[config.mk]
export PLATFORM = sky130hd
export DESIGN_NAME = mul4_seq_ctrl_flat
export DESIGN_NICKNAME = d
export VERILOG_FILES = /design/src/rtl/mul4_seq_ctrl_if.sv /design/src/rtl/mul4_seq_ctrl.sv /design/src/flat_wrapper.sv
export SDC_FILE = /design/constraint.sdc
export NUM_CORES = 1
export LEC_CHECK = 0
export ABC_AREA = 0
export BUFFER_PORTS_ARGS = -buffer_cell sky130_fd_sc_hd__buf_4
export CAP_MARGIN = 20
export CORE_MARGIN = 2
export CORE_UTILIZATION = 41
export CTS_CLUSTER_SIZE = 10
export DETAILED_ROUTE_END_ITERATION = 8
export PLACE_DENSITY = 0.68
export SLEW_MARGIN = 20
export SYNTH_ARGS = -nofsm -noshare
export SYNTH_HDL_FRONTEND = slang
export SYNTH_SLANG_ARGS = --single-unit
[constraint.sdc]
create_clock -name clk -period 2.55 [get_ports clk]
set_input_delay 0.51 -clock clk [delete_from_list [all_inputs] [get_ports clk]]
set_output_delay 0.51 -clock clk [all_outputs]
set_load 0.02 [all_outputs]
[src/rtl/mul4_seq_ctrl_if.sv]
// Request, response and multiplier-port bundle for mul4_seq_ctrl.
// The slave modport is the controller; master is the requester/consumer/multiplier side.
interface mul4_seq_ctrl_if;
    logic       req0_valid;
    logic       req0_ready;
    logic [3:0] req0_x;
    logic [3:0] req0_y;
    logic       req1_valid;
    logic       req1_ready;
    logic [3:0] req1_x;
    logic [3:0] req1_y;
    logic       rsp_valid;
    logic       rsp_ready;
    logic       rsp_id;
    logic [7:0] rsp_product;
    logic [1:0] mul_x;
    logic [1:0] mul_y;
    logic [3:0] mul_p;
    logic       busy;

    modport slave (
        input  req0_valid, req0_x, req0_y,
        input  req1_valid, req1_x, req1_y,
        input  rsp_ready, mul_p,
        output req0_ready, req1_ready,
        output rsp_valid, rsp_id, rsp_product,
        output mul_x, mul_y, busy
    );

    modport master (
        output req0_valid, req0_x, req0_y,
        output req1_valid, req1_x, req1_y,
        output rsp_ready, mul_p,
        input  req0_ready, req1_ready,
        input  rsp_valid, rsp_id, rsp_product,
        input  mul_x, mul_y, busy
    );
endinterface

[src/rtl/mul4_seq_ctrl.sv]
// 4x4 unsigned multiply sequenced over a shared external 2x2 multiplier, two arbitrated requesters.
// Latency: accept at E0, digit steps at E1..E4, rsp_valid after E4; minimum issue interval 6 cycles.
// Backpressure: result held in DONE until rsp_ready; requests only accepted in IDLE. MUL4_RR_ARB_EN selects round-robin.
module mul4_seq_ctrl (
    input  logic           clk,
    input  logic           rst_n,
    mul4_seq_ctrl_if.slave bus
);
    typedef enum logic [1:0] {ST_IDLE, ST_MUL, ST_DONE} state_t;

    state_t     state_q, state_d;
    logic [1:0] step_q;
    logic [3:0] x_q, y_q;
    logic       id_q;
    logic [7:0] acc_q;
    logic [7:0] partial;
    logic       grant1;
    logic       accept;

`ifdef MUL4_RR_ARB_EN
    logic last_q;

    // On a tie the requester not served last wins; resetting to 1 lets requester 0 win the first tie.
    assign grant1 = bus.req1_valid && (!bus.req0_valid || !last_q);

    always_ff @(posedge clk or negedge rst_n) begin
        if (!rst_n) begin
            last_q <= 1'b1;
        end else if (accept) begin
            last_q <= grant1;
        end
    end
`else
    assign grant1 = bus.req1_valid && !bus.req0_valid;
`endif

    always_ff @(posedge clk or negedge rst_n) begin
        if (!rst_n) begin
            state_q <= ST_IDLE;
        end else begin
            state_q <= state_d;
        end
    end

    always_comb begin
        state_d        = state_q;
        accept         = 1'b0;
        bus.req0_ready = 1'b0;
        bus.req1_ready = 1'b0;
        bus.rsp_valid  = 1'b0;
        bus.busy       = 1'b0;
        bus.mul_x      = 2'd0;
        bus.mul_y      = 2'd0;
        case (state_q)
            ST_IDLE: begin
                bus.req0_ready = bus.req0_valid && !grant1;
                bus.req1_ready = grant1;
                accept         = bus.req0_valid || bus.req1_valid;
                if (accept) begin
                    state_d = ST_MUL;
                end
            end
            ST_MUL: begin
                bus.busy  = 1'b1;
                bus.mul_x = step_q[1] ? x_q[3:2] : x_q[1:0];
                bus.mul_y = step_q[0] ? y_q[3:2] : y_q[1:0];
                if (step_q == 2'd3) begin
                    state_d = ST_DONE;
                end
            end
            ST_DONE: begin
                bus.busy      = 1'b1;
                bus.rsp_valid = 1'b1;
                if (bus.rsp_ready) begin
                    state_d = ST_IDLE;
                end
            end
            default: state_d = ST_IDLE;
        endcase
    end

    // The two cross steps pair a low digit with a high digit, so both carry weight 4.
    always_comb begin
        partial = {2'd0, bus.mul_p, 2'd0};
        case (step_q)
            2'd0:    partial = {4'd0, bus.mul_p};
            2'd3:    partial = {bus.mul_p, 4'd0};
            default: partial = {2'd0, bus.mul_p, 2'd0};
        endcase
    end

    always_ff @(posedge clk or negedge rst_n) begin
        if (!rst_n) begin
            step_q <= 2'd0;
            x_q    <= 4'd0;
            y_q    <= 4'd0;
            id_q   <= 1'b0;
            acc_q  <= 8'd0;
        end else if (accept) begin
            x_q    <= grant1 ? bus.req1_x : bus.req0_x;
            y_q    <= grant1 ? bus.req1_y : bus.req0_y;
            id_q   <= grant1;
            acc_q  <= 8'd0;
            step_q <= 2'd0;
        end else if (state_q == ST_MUL) begin
            acc_q  <= acc_q + partial;
            step_q <= step_q + 2'd1;
        end
    end

    assign bus.rsp_product = acc_q;
    assign bus.rsp_id      = id_q;
endmodule

[src/flat_wrapper.sv]
// flat-port wrapper written by rule: the top's interface ports become plain ports
module mul4_seq_ctrl_flat 
  (clk, rst_n, bus_req0_valid, bus_req0_x, bus_req0_y, bus_req1_valid, bus_req1_x, bus_req1_y, bus_rsp_ready, bus_mul_p, bus_req0_ready, bus_req1_ready, bus_rsp_valid, bus_rsp_id, bus_rsp_product, bus_mul_x, bus_mul_y, bus_busy);
  mul4_seq_ctrl_if bus_i ();
  input  logic clk;
  input  logic rst_n;
  input wire logic [$bits(bus_i.req0_valid)-1:0] bus_req0_valid;
  input wire logic [$bits(bus_i.req0_x)-1:0] bus_req0_x;
  input wire logic [$bits(bus_i.req0_y)-1:0] bus_req0_y;
  input wire logic [$bits(bus_i.req1_valid)-1:0] bus_req1_valid;
  input wire logic [$bits(bus_i.req1_x)-1:0] bus_req1_x;
  input wire logic [$bits(bus_i.req1_y)-1:0] bus_req1_y;
  input wire logic [$bits(bus_i.rsp_ready)-1:0] bus_rsp_ready;
  input wire logic [$bits(bus_i.mul_p)-1:0] bus_mul_p;
  output wire logic [$bits(bus_i.req0_ready)-1:0] bus_req0_ready;
  output wire logic [$bits(bus_i.req1_ready)-1:0] bus_req1_ready;
  output wire logic [$bits(bus_i.rsp_valid)-1:0] bus_rsp_valid;
  output wire logic [$bits(bus_i.rsp_id)-1:0] bus_rsp_id;
  output wire logic [$bits(bus_i.rsp_product)-1:0] bus_rsp_product;
  output wire logic [$bits(bus_i.mul_x)-1:0] bus_mul_x;
  output wire logic [$bits(bus_i.mul_y)-1:0] bus_mul_y;
  output wire logic [$bits(bus_i.busy)-1:0] bus_busy;
  assign bus_i.req0_valid = bus_req0_valid;
  assign bus_i.req0_x = bus_req0_x;
  assign bus_i.req0_y = bus_req0_y;
  assign bus_i.req1_valid = bus_req1_valid;
  assign bus_i.req1_x = bus_req1_x;
  assign bus_i.req1_y = bus_req1_y;
  assign bus_i.rsp_ready = bus_rsp_ready;
  assign bus_i.mul_p = bus_mul_p;
  assign bus_req0_ready = bus_i.req0_ready;
  assign bus_req1_ready = bus_i.req1_ready;
  assign bus_rsp_valid = bus_i.rsp_valid;
  assign bus_rsp_id = bus_i.rsp_id;
  assign bus_rsp_product = bus_i.rsp_product;
  assign bus_mul_x = bus_i.mul_x;
  assign bus_mul_y = bus_i.mul_y;
  assign bus_busy = bus_i.busy;
  mul4_seq_ctrl u_core (.clk(clk), .rst_n(rst_n), .bus(bus_i));
endmodule
==> qor.txt, run 1 <==
P per Cell Area: 1229 mW/mm²
max cap viols: 0
P_int: 1.229 mW
endpoints failing hold: 0
Synth Area per Inst: 8.663 µm²
total track usage: 18.89%
Die Ht: 63.93 µm
Largest stage delay, worst path: 370 ps
CTS tree: built
largest cells by area after synthesis: dfrtp_1 (36%), ha_1 (10%), mux2i_1 (6.1%)
largest net degree at the start of global routing: 23
detailed placer's ending HPWL: 2789 µm
Clock Path Buffers: 2
via count of the first global-routing pass: 1391
final worst path period need: 2381 ps
Critical Path Start Type: flip-flop
Worst Skew: 3.988 ps
Filler cells: 302
Buf/Inv on CP: 2
layout cell share with drive strength beyond 1: 26.76%
Unique masters post-synth: 34
sw frac: 47.72%
IO Pins: 42
post-detailed-route DRC marker count: 0
Sum Neg Setup Slack: 0 ps
crit-path max FO: 8
Worst Path Required: 2750 ps
Hold Slack: 67.55 ps
Area after DPL: 0.001843 mm²
Site Rows: 21
P&R area growth vs syn: 29.99%
GP Congestion: 0.8732
H-tree levels: 1
Die X: 63.93 µm
critical path class: flip-flop to flip-flop
reg-to-reg slack, setup: 170 ps
crit path cell chain: inv_1 > ha_1 > buf_4 > o21ai_0 > ha_2 > o21ai_4 > nor4b_2 > o311a_1 > o21ai_1 > o31ai_1
CP Capture Type: flip-flop
DRT iter0 DRCs: 100
status: complete, no violations
Seq cells post-synth: 21
multi-input logic area: 922.1 µm²
RSZ-0062 raised after global routing: true
biggest area consumer among synthesized cells: dfrtp_1
sequential-to-total area share from yosys stat: 35.68%
met2 Resource Use GR: 33.07%
sequential power share: 25.4%
Tightest Pin Transition: 694.5 ps
GR Layer Usage met1: 24.50%
CORE AREA: 0.003390 mm²
ant diodes: 0
vias per cell: 5.521
Pins Over Slew Limit: 0
Mapped Cells: 170
syn_nets: 208
slew margin rel.: 53.70%
Min-Delay Path Class: primary input to asynchronous set/reset pin
initial antenna violation count: 0
clock power share: 7.1%
Avg WL per Cell: 14.16 µm
via count: 1430
family with the most delay on the worst path: compound AO/OA/AOI/OAI gates
fin area: 0.001914 mm²
Synth warnings: 0
WL final: 3667 µm
FF/Latch Area: 525.5 µm²
Num CTS Buffers: 3
DIE AREA: 0.004087 mm²
post-route ant nets: 0
WP data arrival: 2580 ps
period utilization: 93.38%
Worst-Skew Late Latency: 310 ps
Sink Count: 21
met3 Use GR: 3.345%
Cell Area, Synth: 0.001473 mm²
initial core utilization: 43.45%
DRT Pass-1 Iters: 4
Clk pin slew, worst setup/hold paths: 120 ps
Leak: 0.9170 nW
total power: 2.352 mW
Util after Layout: 56.48%
Peak VDD IR: 578.8 µV
# port buffers: 41
Yosys top cell area share: 35.68%
fmax: 0.4199 GHz
CTS root buf: clkbuf_4
P_sw: 1.122 mW
Comb pwr share: 67.5%
gr ovfl total: 0
Layout Nets: 252
busiest layer in global routing: met2
Worst path slowest cell: dfrtp_1
endpoints failing setup: 0
first-pass GRT wire length: 6223 µm
==> synth_stat cells <==
master / n
dfrtp_1: 21
nand2_1: 17
o21ai_0: 16
a21oi_1: 15
nor2_1: 15
ha_1: 12
mux2i_1: 9
nand3b_1: 8
o22ai_1: 8
inv_1: 7
clkbuf_1: 5
a211oi_1: 3
a21o_1: 3
nor3_1: 3
xnor2_1: 3
and2_1: 2
and3b_1: 2
buf_2: 2
nor4b_1: 2
o21ai_1: 2
o21bai_1: 2
a211oi_2: 1
a31oi_1: 1
and3_1: 1
buf_1: 1
fa_1: 1
inv_2: 1
mux2_1: 1
nand3_1: 1
nor3b_1: 1
nor4_1: 1
o21a_1: 1
o311a_1: 1
o31ai_1: 1
==> path summary, 6_finish.rpt <==
check                                                        endpoint  cells after the start                     startpoint
worst max-delay path            u_core.bus.rsp_product[7]$_DFFE_PN0P_                     10   u_core.step_q[0]$_DFFE_PN0P_
worst min-delay path            u_core.bus.rsp_product[4]$_DFFE_PN0P_                      1                          rst_n
worst max register to register  u_core.bus.rsp_product[7]$_DFFE_PN0P_                     10   u_core.step_q[0]$_DFFE_PN0P_
worst min register to register          u_core.bus.rsp_id$_DFFE_PN0P_                      1  u_core.bus.rsp_id$_DFFE_PN0P_
max in group asynchronous                   u_core.y_q[0]$_DFFE_PN0P_                      1                          rst_n
min in group clk                            u_core.y_q[1]$_DFFE_PN0P_                      3                  bus_req0_y[1]
==> final cells by class <==
class                      instances  share of cell area (%)
sequential                        21                   27.45
multi-input combinational        133                   48.17
inverter                           8                   1.569
timing repair buffer              47                   18.43
tap                               46                   3.007
clock buffer                       4                   1.373
==> routing by layer <==
metal	share of wire, %	vias to the layer above
met5	0	-
met4	1.1	0
met3	6.3	6
met2	50	60
met1	42	667
li1	-	697
==> registers in the layout (all words and copies together) (netlist names) <==
name	count
u_core.bus.rsp_product	8
u_core.x_q	4
u_core.y_q	4
u_core.state_q	2
u_core.step_q	2
u_core.bus.rsp_id	1
==> logic make-up (layout without fill, tap and decap cells) <==
group | count (synthesis) | after routing | synth area share [%]
multiplexers | 10 | 10 | 6.882
buffers and inverters | 16 | 59 | 4.248
XOR/XNOR | 3 | 3 | 1.785
AND/OR/NAND/NOR | 53 | 53 | 18.18
flip-flops | 21 | 21 | 35.68
AO/OA/AOI/OAI | 54 | 54 | 21.67
adder cells (fa/ha/maj) | 13 | 13 | 11.55
==> stage by stage <==
step | setup WS (ps) | instances
floorplan | 46.13 | 170
CTS | 135.0 | 258
global placement | 232.4 | 254
detailed placement | 157.9 | 254
global route | -13.70 | 259
finish | 168.7 | 259
==> placed cells by master, fill, tap and decap left out, types with 3 or more instances in the layout <==
cell      count
o22ai_1       8
ha_1         11
a211oi_1      3
nor2_1       15
nand3b_1      8
o21ai_0      16
a21oi_1      14
buf_4        47
a21o_1        3
nor3_1        3
mux2i_1       9
xnor2_1       3
nand2_1      17
inv_1         7
dfrtp_1      21
clkbuf_4      3
==> power by group through the flow <==
stage | Combinational, mW | Sequential [mW] | Clock (mW)
after floorplan | 0.975 | 0.656 | 0
after global placement | 1.46 | 0.596 | 0
after detailed placement | 1.50 | 0.605 | 0
after CTS | 1.50 | 0.597 | 0.172
after global routing | 1.75 | 0.619 | 0.185
final | 1.59 | 0.598 | 0.166
==> repair_timing <==
action / in CTS / in global routing
endpoints found under the setup margin: 0 / 1
setup buffers: 0 / 1
hold endpoints to repair: 0 / 0
hold buffers: 0 / 0
gates resized for setup: 0 / 7
No activity file was read; power rests on OpenSTA's default activity.
==> inputs of run 2 (changes only) <==
PLACE_DENSITY = unset   (was 0.68)
PLACE_DENSITY_LB_ADDON = 0.2   (was unset)
==> qor.txt, run 2 (synthesis results as in run 1) <==
slew margin rel.: 67.67% (+14 points)
max cap viols: 0 (unchanged)
CORE AREA: 0.003390 mm² (unchanged)
H-tree levels: 1 (unchanged)
Clock Path Buffers: 2 (unchanged)
commonest non-fill, non-tap cell in the layout: buf_4
total track usage: 19.13% (+0.24 points)
final worst path period need: 2406 ps (+25.11 ps)
P&R area growth vs syn: 29.31%
pre-CTS setup slack: 145.9 ps (-11.95 ps)
endpoints failing hold: 0 (unchanged)
Peak VDD IR: 508.2 µV (-12%)
IO Pins: 42 (unchanged)
Die Ht: 63.93 µm (unchanged)
reg-to-reg slack, setup: 140 ps (-30 ps)
CP most frequent cell: ha_1
Largest stage delay, worst path: 360 ps (about the same)
initial core utilization: 43.45% (unchanged)
Die X: 63.93 µm (unchanged)
Area after DPL: 0.001851 mm² (+0.41%)
critical path class: flip-flop to flip-flop
cells on worst reg2reg path: 10 (unchanged)
max reg flops: 8 (unchanged)
Min-Delay Path Class: primary input to asynchronous set/reset pin
endpoints failing setup: 0 (unchanged)
largest net degree at the start of global routing: 22 (-4.3%)
Clk pin slew, worst setup/hold paths: 120 ps (about the same)
Layout Nets: 252 (unchanged)
Pins Over Slew Limit: 0 (unchanged)
Avg WL per Cell: 14.00 µm (-1.1%)
fin area: 0.001904 mm² (-0.52%)
routed wl met2: 1875 µm (+1.8%)
sw frac: 47.64% (-0.085 points)
ant diodes: 0 (unchanged)
met1 wire length: 1540 µm (-0.77%)
WL final: 3626 µm (-1.1%)
DRT Pass-1 Iters: 4 (unchanged)
fmax: 0.4156 GHz (-1.0%)
crit-path max FO: 8 (unchanged)
WP data arrival: 2610 ps (+30 ps)
layout cell share with drive strength beyond 1: 26.29% (-0.47 points)
Num CTS Buffers: 3 (unchanged)
Sink Count: 21 (unchanged)
DIE AREA: 0.004087 mm² (unchanged)
P per Cell Area: 1219 mW/mm² (-0.74%)
Worst Path Required: 2750 ps (about the same)
gr ovfl total: 0 (unchanged)
clock power share: 7.2% (about the same)
CTS tree: built
Buf/Inv on CP: 2 (unchanged)
Worst-Skew Late Latency: 300 ps (about the same)
detailed placer's ending HPWL: 2749 µm (-1.4%)
commonest cells after routing, fill and taps aside: buf_4 (47), dfrtp_1 (21), nand2_1 (17), o21ai_0 (16), nor2_1 (15)
initial antenna violation count: 0 (unchanged)
vias per cell: 5.541 (+0.35%)
GP Congestion: 0.8975 (+2.8%)
Filler cells: 298 (-1.3%)
CP Capture Type: flip-flop
first-pass GRT wire length: 6216 µm (-0.11%)
total power: 2.322 mW (-1.3%)
P_sw: 1.106 mW (-1.4%)
# port buffers: 41 (unchanged)
family with the most delay on the worst path: compound AO/OA/AOI/OAI gates
via count of the first global-routing pass: 1415 (+1.7%)
top sig layer: met4
status: complete, no violations
post-route ant nets: 0 (unchanged)
sequential power share: 25.8% (+0.4 points)
post-detailed-route DRC marker count: 0 (unchanged)
Worst path slowest cell: dfrtp_1
setup repair bufs after CTS: 0 (unchanged)
P_int: 1.216 mW (-1.1%)
Leak: 0.9186 nW (+0.18%)
Worst Skew: 3.485 ps (-0.5027 ps)
Critical Path Start Type: flip-flop
period utilization: 94.37% (+0.98 points)
DRT iter0 DRCs: 65 (-35%)
crit path cell chain: inv_1 > ha_1 > buf_4 > o21ai_0 > ha_1 > o21ai_2 > nor4b_2 > o311a_1 > o21ai_1 > o31ai_1
CTS root buf: clkbuf_4
FF-to-FF End: u_core.bus.rsp_product[7]$_DFFE_PN0P_
RSZ-0062 raised after global routing: true
Site Rows: 21 (unchanged)
worst r2r src: u_core.step_q[0]$_DFFE_PN0P_
fin worst setup slack: 143.6 ps (-25.11 ps)
Comb pwr share: 66.9% (-0.6 points)
via count: 1435 (+0.35%)
Tightest Pin Transition: 485.0 ps (-209.6 ps)
DR WL met3: 188 µm (-19%)
## run 2: cell counts in the layout (fill, tap and decap cells not counted)
Identical to the previous run, type by type.
## run 2: per-layer routing
metal	up-vias	track usage [%]
met5	-	0
met4	0	7.880
met3	2	2.993
met2	44	34.24
met1	688	22.53
li1	701	-
## run 2: metrics by stage
step / TNS (ps) / hold WS, ps / utilization, % / cells
global placement: 0 / 413.0 / 54.60 / 255
finish: 0 / 64.55 / 56.18 / 259
CTS: 0 / 66.33 / 55.37 / 259
floorplan: 0 / 214.4 / - / 170
global route: -56.66 / 64.86 / 56.18 / 259
detailed placement: 0 / 416.3 / 54.60 / 255
## run 2: layout make-up
cell class / count / area [µm²] / share of cell area (%)
Multi-Input combinational cell: 133 / 912.1 / 47.90
Timing Repair Buffer: 47 / 352.8 / 18.53
Inverter: 8 / 30.03 / 1.577
Clock buffer: 4 / 26.28 / 1.380
Tap cell: 46 / 57.56 / 3.022
Sequential cell: 21 / 525.5 / 27.60
## run 2: power groups by stage
| stage | combinational [mW] | sequential (mW) | clock, mW |
|---|---|---|---|
| floorplan | 0.975 | 0.656 | 0 |
| global placement | 1.47 | 0.597 | 0 |
| detailed placement | 1.51 | 0.605 | 0 |
| CTS | 1.52 | 0.598 | 0.171 |
| global route | 1.71 | 0.621 | 0.187 |
| finish | 1.55 | 0.600 | 0.168 |
## run 2: worst max path at each step
stage | start | to | slack, ps | depth (start not counted)
2_1_floorplan | u_core.step_q[0]$_DFFE_PN0P_ | u_core.bus.rsp_product[7]$_DFFE_PN0P_ | 50 | 10
3_3_place_gp | u_core.step_q[0]$_DFFE_PN0P_ | u_core.bus.rsp_product[7]$_DFFE_PN0P_ | 220 | 10
3_5_place_dp | u_core.step_q[0]$_DFFE_PN0P_ | u_core.bus.rsp_product[7]$_DFFE_PN0P_ | 150 | 11
4_1_cts | u_core.step_q[0]$_DFFE_PN0P_ | u_core.bus.rsp_product[7]$_DFFE_PN0P_ | 120 | 11
5_1_grt | u_core.step_q[0]$_DFFE_PN0P_ | u_core.bus.rsp_product[7]$_DFFE_PN0P_ | -60 | 9
6_report | u_core.step_q[0]$_DFFE_PN0P_ | u_core.bus.rsp_product[7]$_DFFE_PN0P_ | 140 | 10
## run 2: timing repair
action | CTS | global route
endpoints found under the setup margin | 0 | 2
hold buffers | 0 | 0
resized for setup | 0 | 5
==> inputs of run 3 (changes only) <==
PLACE_DENSITY = 0.71   (was unset)
PLACE_DENSITY_LB_ADDON = unset   (was 0.2)
==> qor.txt, run 3 (synthesis results as in run 1) <==
worst r2r src: u_core.step_q[0]$_DFFE_PN0P_
Leak: 0.9091 nW (-1.0%)
critical path class: flip-flop to flip-flop
crit path cell chain: inv_1 > ha_1 > buf_4 > o21ai_0 > ha_1 > o21ai_1 > nor4b_2 > o311a_1 > o21ai_1 > o31ai_1
CP Capture Type: flip-flop
layout cell share with drive strength beyond 1: 25.00% (-1.3 points)
CTS root buf: clkbuf_4
reg-to-reg slack, setup: 130 ps (about the same)
Num CTS Buffers: 3 (unchanged)
period utilization: 94.82% (+0.45 points)
Die Ht: 63.93 µm (unchanged)
family with the most delay on the worst path: compound AO/OA/AOI/OAI gates
CTS tree: built
Min-Delay Path Class: primary input to asynchronous set/reset pin
gr ovfl total: 0 (unchanged)
Worst-Skew Late Latency: 310 ps (about the same)
commonest cells after routing, fill and taps aside: buf_4 (46), dfrtp_1 (21), nand2_1 (17), o21ai_0 (16), nor2_1 (15)
max cap viols: 0 (unchanged)
initial antenna violation count: 0 (unchanged)
WP data arrival: 2610 ps (about the same)
P per Cell Area: 1208 mW/mm² (-0.95%)
Avg WL per Cell: 13.96 µm (-0.28%)
total track usage: 18.85% (-0.28 points)
Site Rows: 21 (unchanged)
IO Pins: 42 (unchanged)
GP Congestion: 0.8460 (-5.7%)
largest net degree at the start of global routing: 23 (+4.5%)
Worst Skew: 6.103 ps (+2.618 ps)
Sum Neg Setup Slack: 0 ps (unchanged)
Clock Path Buffers: 2 (unchanged)
Critical Path Start Type: flip-flop
via count of the first global-routing pass: 1402 (-0.92%)
Tightest Pin Transition: 671.4 ps (+186.5 ps)
P&R area growth vs syn: 27.61%
Worst path slowest cell: dfrtp_1
DIE AREA: 0.004087 mm² (unchanged)
endpoints failing hold: 0 (unchanged)
Peak VDD IR: 571.0 µV (+12%)
vias per cell: 5.519 (-0.38%)
via count: 1424 (-0.77%)
DRT iter0 DRCs: 86 (+32%)
DRT Pass-1 Iters: 4 (unchanged)
detailed placer's ending HPWL: 2777 µm (+1.0%)
Pins Over Slew Limit: 0 (unchanged)
max reg flops: 8 (unchanged)
Die X: 63.93 µm (unchanged)
CORE AREA: 0.003390 mm² (unchanged)
Sink Count: 21 (unchanged)
Worst Path Required: 2750 ps (about the same)
Util after Layout: 55.44% (-0.74 points)
crit-path max FO: 8 (unchanged)
RSZ-0062 raised after global routing: false
commonest non-fill, non-tap cell in the layout: buf_4
final worst path period need: 2418 ps (+11.53 ps)
initial core utilization: 43.45% (unchanged)
post-detailed-route DRC marker count: 0 (unchanged)
Buf/Inv on CP: 2 (unchanged)
post-route ant nets: 0 (unchanged)
Clk pin slew, worst setup/hold paths: 120 ps (about the same)
status: complete, no violations
H-tree levels: 1 (unchanged)
# port buffers: 41 (unchanged)
endpoints failing setup: 0 (unchanged)
slew margin rel.: 55.24% (-12 points)
hold-fix buffers at CTS: 0 (unchanged)
Largest stage delay, worst path: 360 ps (about the same)
WL final: 3602 µm (-0.66%)
Layout Nets: 251 (-0.40%)
ant diodes: 0 (unchanged)
Filler cells: 317 (+6.4%)
fmax: 0.4136 GHz (-0.48%)
first-pass GRT wire length: 6175 µm (-0.66%)
crit path from: u_core.step_q[0]$_DFFE_PN0P_
-- run 3: worst reg2reg max path, stage by stage (launching register included) --
cell,delay [ps]
dfrtp_1,360
inv_1,40
ha_1,320
buf_4,170
o21ai_0,180
ha_1,310
o21ai_1,250
nor4b_2,100
o311a_1,350
o21ai_1,140
o31ai_1,80
-- run 3: layer usage --
layer	global-route usage [%]	vias up	routed length (µm)
met5	0	-	0
met4	6.522	0	42
met3	3.697	7	238
met2	32.55	59	1716
met1	23.27	666	1604
li1	-	692	-
-- run 3: final timing paths --
path / to / depth (start not counted)
max reg2reg: u_core.bus.rsp_product[7]$_DFFE_PN0P_ / 10
min in group clk: u_core.x_q[3]$_DFFE_PN0P_ / 3
min reg2reg: u_core.bus.rsp_id$_DFFE_PN0P_ / 1
max in group asynchronous: u_core.step_q[0]$_DFFE_PN0P_ / 1
max: u_core.bus.rsp_product[7]$_DFFE_PN0P_ / 10
min: u_core.x_q[2]$_DFFE_PN0P_ / 1
-- run 3: power by group --
group	internal [mW]	switching [mW]
sequential	0.482	0.117
combinational	0.650	0.858
clock	0.0611	0.102
-- run 3: final cells by class --
cell class	instances	area [µm²]	share of cell area, %
well taps	46	57.56	3.063
flip-flops and latches	21	525.5	27.96
repair buffers	46	345.3	18.38
multi-input cells	133	894.6	47.60
inverters	8	30.03	1.598
clock buffers	4	26.28	1.398
-- run 3: repair_timing --
item | CTS | global route
gates resized for setup | 0 | 2
setup buffers | 0 | 0
endpoints found under the setup margin | 0 | 2
-- run 3: through the flow --
stage | hold slack, ps | setup slack (ps) | std cells | area (µm²) | total power [mW]
after global placement | 411.5 | 241.1 | 254 | 1843 | 2.057
after CTS | 63.58 | 156.8 | 258 | 1869 | 2.270
final | 67.21 | 132.1 | 258 | 1879 | 2.270
after global routing | 65.11 | 1.968 | 258 | 1879 | 2.473
after floorplan | 214.4 | 46.13 | 170 | 1473 | 1.631
after detailed placement | 416.5 | 177.3 | 254 | 1843 | 2.102
